## config.mk

```make
export PLATFORM = sky130hd
export DESIGN_NAME = vec_list_sequencer_flat
export DESIGN_NICKNAME = d
export VERILOG_FILES = /design/src/rtl/vec_pkg.sv /design/src/rtl/vec_list_sequencer_if.sv /design/src/rtl/vec_sat_add.sv /design/src/rtl/vec_list_sequencer.sv /design/src/flat_wrapper.sv
export SDC_FILE = /design/constraint.sdc
export NUM_CORES = 1
export LEC_CHECK = 0
export CORE_MARGIN = 8
export CORE_UTILIZATION = 41
export CTS_BUF_LIST = sky130_fd_sc_hd__clkbuf_8 sky130_fd_sc_hd__clkbuf_16
export DETAILED_ROUTE_END_ITERATION = 16
export PLACE_DENSITY = 0.86
export SLEW_MARGIN = 20
export SYNTH_ARGS = -nofsm -noshare
export SYNTH_HDL_FRONTEND = slang
export SYNTH_SLANG_ARGS = --single-unit
```

## constraint.sdc

```tcl
create_clock -name clk -period 2.26 [get_ports clk]
set_clock_uncertainty 0.1 [all_clocks]
set_input_delay 0.226 -clock clk [delete_from_list [all_inputs] [get_ports clk]]
set_output_delay 0.226 -clock clk [all_outputs]
set_load 0.02 [all_outputs]
```

## src/rtl/vec_pkg.sv

```systemverilog
// Shared types for the vector-list sequencer: ROM entry layout, FSM states, end-marker test.
// Latency: n/a (types and pure functions only).
// Backpressure: n/a.
package vec_pkg;

  // Coordinate width of the canonical ROM word layout
  localparam int VEC_CW = 8;

  // A shape is terminated by an entry with both flag bits set
  localparam logic END_LINE = 1'b1;
  localparam logic END_POS  = 1'b1;

  typedef struct packed {
    logic [VEC_CW-1:0] x;
    logic [VEC_CW-1:0] y;
    logic              line;
    logic              pos;
  } vec_entry_t;

  typedef enum logic [2:0] {
    IDLE,
    FETCH,
    EMIT,
    DONE,
    ERR
  } seq_state_t;

  function automatic logic is_end_marker(input logic line, input logic pos);
    return (line == END_LINE) && (pos == END_POS);
  endfunction

endpackage

```

## src/rtl/vec_list_sequencer_if.sv

```systemverilog
// Point stream from the sequencer to the vector draw engine.
// Latency: n/a (wires only).
// Backpressure: valid/ready; a point moves when both are high on a clock edge.
interface vec_list_sequencer_if #(
  parameter int COORDWIDTH = 8
);

  logic                  vec_valid;
  logic                  vec_ready;
  logic [COORDWIDTH-1:0] vec_x;
  logic [COORDWIDTH-1:0] vec_y;
  logic                  vec_line;
  logic                  vec_clip;

  modport master (
    output vec_valid,
    output vec_x,
    output vec_y,
    output vec_line,
    output vec_clip,
    input  vec_ready
  );

  modport slave (
    input  vec_valid,
    input  vec_x,
    input  vec_y,
    input  vec_line,
    input  vec_clip,
    output vec_ready
  );

endinterface

```

## src/rtl/vec_sat_add.sv

```systemverilog
// Unsigned adder that clamps to all-ones on overflow and flags the clamp.
// Latency: combinational.
// Backpressure: n/a.
module vec_sat_add #(
  parameter int W = 8
) (
  input  logic [W-1:0] a,
  input  logic [W-1:0] b,
  output logic [W-1:0] sum,
  output logic         clip
);

  // One extra bit holds the carry that signals overflow
  logic [W:0] raw;

  assign raw  = {1'b0, a} + {1'b0, b};
  assign clip = raw[W];
  assign sum  = clip ? {W{1'b1}} : raw[W-1:0];

endmodule

```

## src/rtl/vec_list_sequencer.sv

```systemverilog
// Walks one ROM vector shape from its base address to the end marker and streams translated points.
// Latency: first point valid 2 cycles after start; at most one point every 2 cycles (no prefetch).
// Backpressure: a point is held stable with the ROM address frozen until vec_ready; abort overrides ready.
module vec_list_sequencer
  import vec_pkg::*;
#(
  parameter int ADDRESSWIDTH = 16,
  parameter int COORDWIDTH   = 8,
  parameter int NUM_SHAPES   = 4,
  parameter int MAX_LEN      = 64,
  localparam int SELW        = (NUM_SHAPES > 1) ? $clog2(NUM_SHAPES) : 1,
  localparam int CNTW        = $clog2(MAX_LEN + 1),
  localparam int ROMW        = 2 * COORDWIDTH + 2
) (
  input  logic                               clk,
  input  logic                               rst,
  input  logic                               start,
  input  logic [SELW-1:0]                    shape_sel,
  input  logic [NUM_SHAPES*ADDRESSWIDTH-1:0] shape_base,
  input  logic [COORDWIDTH-1:0]              off_x,
  input  logic [COORDWIDTH-1:0]              off_y,
  input  logic                               abort,
  output logic [ADDRESSWIDTH-1:0]            rom_addr,
  input  logic [ROMW-1:0]                    rom_data,
  vec_list_sequencer_if.master               vec,
  output logic                               busy,
  output logic                               done,
  output logic                               error
);

  seq_state_t state_q;
  seq_state_t state_d;

  logic [CNTW-1:0]         cnt_q;
  logic [CNTW-1:0]         cnt_inc;
  logic [COORDWIDTH-1:0]   offx_q;
  logic [COORDWIDTH-1:0]   offy_q;

  logic [COORDWIDTH-1:0]   ent_x;
  logic [COORDWIDTH-1:0]   ent_y;
  logic                    ent_line;
  logic                    ent_pos;

  logic [COORDWIDTH-1:0]   sum_x;
  logic [COORDWIDTH-1:0]   sum_y;
  logic                    clip_x;
  logic                    clip_y;

  logic                    accept;
  logic                    emit;
  logic                    advance;

  logic [ADDRESSWIDTH-1:0] base_tbl [NUM_SHAPES];

  for (genvar g = 0; g < NUM_SHAPES; g++) begin : g_base
    assign base_tbl[g] = shape_base[g*ADDRESSWIDTH +: ADDRESSWIDTH];
  end

  assign {ent_x, ent_y, ent_line, ent_pos} = rom_data;
  assign cnt_inc = cnt_q + CNTW'(1);

  vec_sat_add #(.W(COORDWIDTH)) u_add_x (
    .a    (ent_x),
    .b    (offx_q),
    .sum  (sum_x),
    .clip (clip_x)
  );

  vec_sat_add #(.W(COORDWIDTH)) u_add_y (
    .a    (ent_y),
    .b    (offy_q),
    .sum  (sum_y),
    .clip (clip_y)
  );

  // State register
  always_ff @(posedge clk) begin
    if (rst) begin
      state_q <= IDLE;
    end else begin
      state_q <= state_d;
    end
  end

  // Next-state decode; abort outranks the end marker, the length guard and vec_ready
  always_comb begin
    state_d = state_q;
    accept  = 1'b0;
    emit    = 1'b0;
    advance = 1'b0;
    unique case (state_q)
      IDLE: begin
        if (start) begin
          state_d = FETCH;
          accept  = 1'b1;
        end
      end
      FETCH: begin
        if (abort) begin
          state_d = ERR;
        end else if (is_end_marker(ent_line, ent_pos)) begin
          state_d = DONE;
        end else if (cnt_inc == CNTW'(MAX_LEN)) begin
          state_d = ERR;
        end else begin
          state_d = EMIT;
          emit    = 1'b1;
        end
      end
      EMIT: begin
        if (abort) begin
          state_d = ERR;
        end else if (vec.vec_ready) begin
          state_d = FETCH;
          advance = 1'b1;
        end
      end
      DONE: begin
        state_d = abort ? ERR : IDLE;
      end
      ERR: begin
        state_d = IDLE;
      end
      default: begin
        state_d = IDLE;
      end
    endcase
  end

  // Address walk, entry count, captured offsets and the registered output point
  always_ff @(posedge clk) begin
    if (rst) begin
      rom_addr      <= '0;
      cnt_q         <= '0;
      offx_q        <= '0;
      offy_q        <= '0;
      vec.vec_valid <= 1'b0;
      vec.vec_x     <= '0;
      vec.vec_y     <= '0;
      vec.vec_line  <= 1'b0;
      vec.vec_clip  <= 1'b0;
    end else begin
      // EMIT is only ever entered with a freshly registered point
      vec.vec_valid <= (state_d == EMIT);
      if (accept) begin
        rom_addr <= base_tbl[shape_sel];
        cnt_q    <= '0;
        offx_q   <= off_x;
        offy_q   <= off_y;
      end
      if (state_q == FETCH) begin
        cnt_q <= cnt_inc;
      end
      if (emit) begin
        vec.vec_x    <= sum_x;
        vec.vec_y    <= sum_y;
        vec.vec_line <= ent_line;
        vec.vec_clip <= clip_x | clip_y;
      end
      if (advance) begin
        rom_addr <= rom_addr + ADDRESSWIDTH'(1);
      end
    end
  end

  assign busy  = (state_q != IDLE);
  assign done  = (state_q == DONE);
  assign error = (state_q == ERR);

endmodule

```

## src/flat_wrapper.sv

```systemverilog
// flat-port wrapper written by rule: the top's interface ports become plain ports
module vec_list_sequencer_flat import vec_pkg::*;
#(
  parameter int ADDRESSWIDTH = 16,
  parameter int COORDWIDTH   = 8,
  parameter int NUM_SHAPES   = 4,
  parameter int MAX_LEN      = 64,
  localparam int SELW        = (NUM_SHAPES > 1) ? $clog2(NUM_SHAPES) : 1,
  localparam int CNTW        = $clog2(MAX_LEN + 1),
  localparam int ROMW        = 2 * COORDWIDTH + 2
)
  (clk, rst, start, shape_sel, shape_base, off_x, off_y, abort, rom_addr, rom_data, busy, done, error, vec_vec_valid, vec_vec_x, vec_vec_y, vec_vec_line, vec_vec_clip, vec_vec_ready);
  vec_list_sequencer_if #(.COORDWIDTH(COORDWIDTH)) vec_i ();
  input  logic clk;
  input  logic rst;
  input  logic start;
  input  logic [SELW-1:0] shape_sel;
  input  logic [NUM_SHAPES*ADDRESSWIDTH-1:0] shape_base;
  input  logic [COORDWIDTH-1:0] off_x;
  input  logic [COORDWIDTH-1:0] off_y;
  input  logic abort;
  output logic [ADDRESSWIDTH-1:0] rom_addr;
  input  logic [ROMW-1:0] rom_data;
  output logic busy;
  output logic done;
  output logic error;
  output wire logic [$bits(vec_i.vec_valid)-1:0] vec_vec_valid;
  output wire logic [$bits(vec_i.vec_x)-1:0] vec_vec_x;
  output wire logic [$bits(vec_i.vec_y)-1:0] vec_vec_y;
  output wire logic [$bits(vec_i.vec_line)-1:0] vec_vec_line;
  output wire logic [$bits(vec_i.vec_clip)-1:0] vec_vec_clip;
  input wire logic [$bits(vec_i.vec_ready)-1:0] vec_vec_ready;
  assign vec_vec_valid = vec_i.vec_valid;
  assign vec_vec_x = vec_i.vec_x;
  assign vec_vec_y = vec_i.vec_y;
  assign vec_vec_line = vec_i.vec_line;
  assign vec_vec_clip = vec_i.vec_clip;
  assign vec_i.vec_ready = vec_vec_ready;
  vec_list_sequencer #(.ADDRESSWIDTH(ADDRESSWIDTH), .COORDWIDTH(COORDWIDTH), .NUM_SHAPES(NUM_SHAPES), .MAX_LEN(MAX_LEN)) u_core (.clk(clk), .rst(rst), .start(start), .shape_sel(shape_sel), .shape_base(shape_base), .off_x(off_x), .off_y(off_y), .abort(abort), .rom_addr(rom_addr), .rom_data(rom_data), .vec(vec_i), .busy(busy), .done(done), .error(error));
endmodule
```

* Word-level counts from Yosys, hierarchy flattened
Index checks and enable logic that the tools add are counted.
Word-level totals: bits in registers 61, bits of input ports 105
Operators by class: add/sub/neg operators 4, magnitude comparators 1, equality and inequality tests 6, mux-type cells 26, bitwise operators 2, reduce and logical (&&, ||, !) cells 5
Operators by type and width (count):
- two-way mux 16 bit | 4
- binary-select mux 16 bit (select 2 bit) | 1
- two-way mux 3 bit | 7
- adder 8 x 8 -> 9 bit | 2
- adder 16 x 1 -> 16 bit (second input constant) | 1
- two-way mux 8 bit | 2
- two-way mux 7 bit | 2
- one-hot mux 3 bit (4 select lines) | 1
- == test 3 x 2 -> 1 bit (second input constant) | 3
- two-way mux 1 bit | 9
- adder 7 x 1 -> 7 bit (second input constant) | 1
- == test 7 bit (second input constant) | 1
- nonzero test 2 bit | 2
- == test 3 x 1 -> 1 bit (second input constant) | 1
- == test 3 bit (second input constant) | 1
- greater-or-equal comparator 3 bit (second input constant) | 1
- logical NOT 3 bit | 1
- NOT 2 -> 3 bit | 1
- nonzero test 3 bit | 1
- logical AND 1 bit | 1
- OR 1 bit | 1

* Logic depth before layout (Yosys ltp)
depth after elaboration 7, depth in mapped cells 8, depth with buffers taken out 8

* Hierarchy
From an unflattened synthesis, not the netlist that was laid out.
Unflattened totals: cells, all modules 473, area, all modules 4050.1 um2
Modules (own cells, without submodules):
- vec_list_sequencer | times used 1, cells each 375, area each 3274.4 um2, seq. area each 1221.2 um2
- vec_sat_add | times used 2, cells each 49, area each 387.9 um2, seq. area each 0.0 um2

* Worst setup path before layout
No wires, ideal clock.
kind register to register, start point register u_core.cnt_q[0], end point register u_core.vec.vec_clip, library setup time 0.140 ns, arrival 2.042 ns, required time 2.020 ns, path slack -0.022 ns, stages on the path, launching flop included 9, path buffers 2, clock period less this slack 2.282 ns, cells stage by stage dfxtp_1 > ha_1 > nand3_1 > o21a_1 > or2_2 > clkbuf_1 > a21oi_2 > buf_2 > a311oi_1
Between the ends: longest elaborated chain between the ends 6
RTL lines:
- start: declaration | RTL line vec_list_sequencer.sv:34 | logic [CNTW-1:0] cnt_q;
- start signal: assignment | RTL line vec_list_sequencer.sv:152 | cnt_q <= cnt_inc;
- adder 7 x 1 -> 7 bit | RTL line vec_list_sequencer.sv:60 | assign cnt_inc = cnt_q + CNTW'(1);
- == test 7 bit | RTL line vec_list_sequencer.sv:103 | end else if (cnt_inc == CNTW'(MAX_LEN)) begin
- two-way mux 1 bit | RTL line vec_list_sequencer.sv:103
- two-way mux 1 bit | RTL line vec_list_sequencer.sv:101 | end else if (is_end_marker(ent_line, ent_pos)) begin
- two-way mux 1 bit | RTL line vec_list_sequencer.sv:99 | if (abort) begin
- two-way mux 1 bit | RTL line vec_list_sequencer.sv:91 | unique case (state_q)
- end signal: assignment | RTL line vec_list_sequencer.sv:158 | vec.vec_clip <= clip_x | clip_y;
- end: declaration | RTL line vec_list_sequencer_if.sv:20 | output vec_clip,
No other way between the ends. A chain may end at the register's enable or synchronous reset.

* Worst setup path in the final report
start point register u_core.state_q[1], end point register u_core.vec.vec_x[7]
Between the ends: longest elaborated chain between the ends 2
RTL lines:
- start: declaration | RTL line vec_list_sequencer.sv:31 | seq_state_t state_q;
- start signal: assignment | RTL line vec_list_sequencer.sv:81 | state_q <= state_d;
- == test 3 x 1 -> 1 bit | RTL line vec_list_sequencer.sv:91
- two-way mux 1 bit | RTL line vec_list_sequencer.sv:91
- end signal: assignment | RTL line vec_list_sequencer.sv:155 | vec.vec_x <= sum_x;
- end: declaration | RTL line vec_list_sequencer_if.sv:17 | output vec_x,
No other way between the ends.

==> out/metrics.cfg <==
[status]
status=completed

[timing]
fin_crit_ps=2170
tightest_slew_ps=581
maxSlewHeadroom_pct=61.3
final_hold_viol_count=0
setup_viol=0
fin_crit_sh_pct=95.9
maxSlewViolCount=0
tns_ps=0
max_freq_ghz=0.462

[layout]
seq_area_um2=1220
layout_common_cells=141 x clkdlybuf4s50_1, 63 x nand2_1, 60 x dfxtp_1
fill_cells=744
antennaDiodeCount=0
drive_gt1_share_pct=15.0
nets=748
utilization_pct=64.2
syn_to_final_growth_pct=51.8
multi_input_area_um2=2590
fin_cells=755
layout_commonest_cell=clkdlybuf4s50_1

[global_route]
grt_max_degree=33
grt_usage_pct=20.0
grt_pass1_wl_um=21400
grt_pass1_vias=4500
grt_remaining_overflow=0
antenna_found_initial=0

[floorplan]
start_util_pct=42.3
die_width_um=114
rows=35
ios=143
coreArea_um2=9240
die_h_um=114
dieArea_um2=12900

[critical_path]
cp-end-kind=flip-flop
rr_endpoint=u_core.vec.vec_x[7]
critPathArrivalTime_ps=2300
startpoint_type=flip-flop
worstPathRequired_ps=2390
cp_max_fo=19
rrSetupSlack_ps=90
timing_worst_setup_path_type=reg -> reg
r2r_start=u_core.state_q[1]
rr_worst_depth=6

[power]
p_leak_nw=2.20
peakVddDrop_mv=0.347
p_per_area_nw_per_um2=529

[yosys]
syn_nets=586
ys_types=64
netlist_area_um2=3910
ys_seq_area_share_pct=31.3
avgSynthCellArea_um2=8.49
synth_cells=460
synth_seq_cells=61
synthArstFlopShare_pct=0
yosys_warnings=0
ys.flop_type=dfxtp_1
synth_edf_count=0

[routing]
route.detailed.drc=0
viasPerCell=5.65
vias=4264
post_drt_wl_per_cell_um=17.3
ant_nets=0
drtIter0Drc=328
drt_pre_antenna_iters=4
wirelength_um=13100

[clocking]
clock_latency_ps=340
cts_max_path_buffers=2
cts_max_level=3
cts_tree=yes
cts.sinks=61
cts_root_buf=clkbuf_8
clk_pin_slew_worst_paths_ps=60
numCtsBuffers=9
cts_hold_buf=0

[hold_path]
min_to=u_core.vec.vec_valid
hold_class=in -> reg
worstHoldStart=rst
holdPathStages=5

[placement]
port_buffers=142
globalplace.congestion=0.911
placedCellCount=739
hpwl_um=10200

[run]
drv_cap=0

## metrics by stage
step / hold WS [ps] / total power [mW] / setup slack, ps / cell area, um2
after global placement: 349 / 2.19 / -153 / 5650
after detailed placement: 355 / 2.22 / -301 / 5650
after global routing: 337 / 3.29 / -13.0 / 5930
after CTS: 293 / 3.13 / 2.95 / 5840
final: 310 / 3.14 / 93.3 / 5930
after floorplan: 262 / 1.75 / 5.92 / 3910
## cell families (layout without fill, tap and decap cells)
logic type,after synthesis,after routing,share of synthesized area [%]
XOR/XNOR,9,9,2.02
adder cells (fa/ha/maj),21,21,7.11
AND/OR/NAND/NOR,187,187,24.0
buffers and inverters,43,209,4.74
flip-flops,61,61,31.3
multiplexers,18,18,9.77
AO/OA/AOI/OAI,121,121,21.1
## cell usage after synthesis, types with 3 or more instances
cell	instances	area [um2]
a211oi_1	10	75.1
a21boi_0	3	22.5
a21oi_1	36	180
a311oi_1	14	123
a31oi_1	9	56.3
and3_1	7	43.8
and4_1	3	26.3
buf_2	4	20.0
clkbuf_1	19	71.3
dfxtp_1	61	1220
ha_1	19	238
inv_1	17	63.8
mux4_2	16	360
nand2_1	63	236
nand3_1	12	60.1
nand4_1	5	31.3
nor2_1	31	116
nor3_1	34	170
nor4_1	3	18.8
o21a_1	6	45.0
o21ai_0	16	80.1
o22ai_1	4	25.0
o31ai_1	3	22.5
or3_1	7	43.8
xor2_1	7	61.3
## worst max-delay path by stage
| stage | startpoint | end | depth (start not counted) |
|---|---|---|---|
| floorplan | u_core.cnt_q[0] | u_core.vec.vec_clip | 8 |
| global placement | rom_data[2] | u_core.vec.vec_y[1] | 9 |
| detailed placement | rom_data[2] | u_core.vec.vec_y[6] | 9 |
| CTS | u_core.offy_q[0] | u_core.vec.vec_y[6] | 8 |
| global route | u_core.cnt_q[1] | u_core.vec.vec_x[6] | 7 |
| finish | u_core.state_q[1] | u_core.vec.vec_x[7] | 6 |
## final cells by class
type,count,share of cell area (%)
Clock inverter,3,0.338
Sequential cell,61,20.6
Inverter,17,1.08
Clock buffer,12,2.79
Multi-Input combinational cell,356,43.6
Tap cell,129,2.72
Timing Repair Buffer,177,28.8
## flip-flops by register name, summed over array words and instances (netlist names)
name	flops
u_core.offx_q	8
u_core.offy_q	8
u_core.state_q	3
u_core.rom_addr	16
u_core.vec.vec_x	8
u_core.cnt_q	7
u_core.vec.vec_y	8
u_core.vec.vec_valid	1
u_core.vec.vec_line	1
u_core.vec.vec_clip	1
## metal layers
layer / GRT usage [%] / wire [um] / vias to the layer above
li1: - / - / 2058
met1: 20.8 / 5140 / 1981
met2: 36.2 / 6520 / 198
met3: 7.55 / 1160 / 27
met4: 6.13 / 268 / 0
met5: 0 / 0 / -
## timing repair
action / in CTS / in global routing
buffers inserted: 0 / 1
gates cloned: 0 / 0
setup endpoints to repair: 3 / 18
resized for setup: 1 / 19
pin swaps: 0 / 4
hold endpoints to repair: 0 / 0
## power by group
group	internal [mW]	switching, mW	total, mW
Sequential	1.16	0.0721	1.23
Clock	0.480	0.430	0.910
Combinational	0.533	0.463	0.996
Total	2.17	0.965	3.14
## worst max-delay path, cell delays in order, from the launching register on
cell      delay, ps
dfxtp_1         350
or3b_1          410
or4_4           540
o32ai_4         160
buf_12          190
nor3_1           50
a311oi_1        260
(Power assumes the default switching activity.)
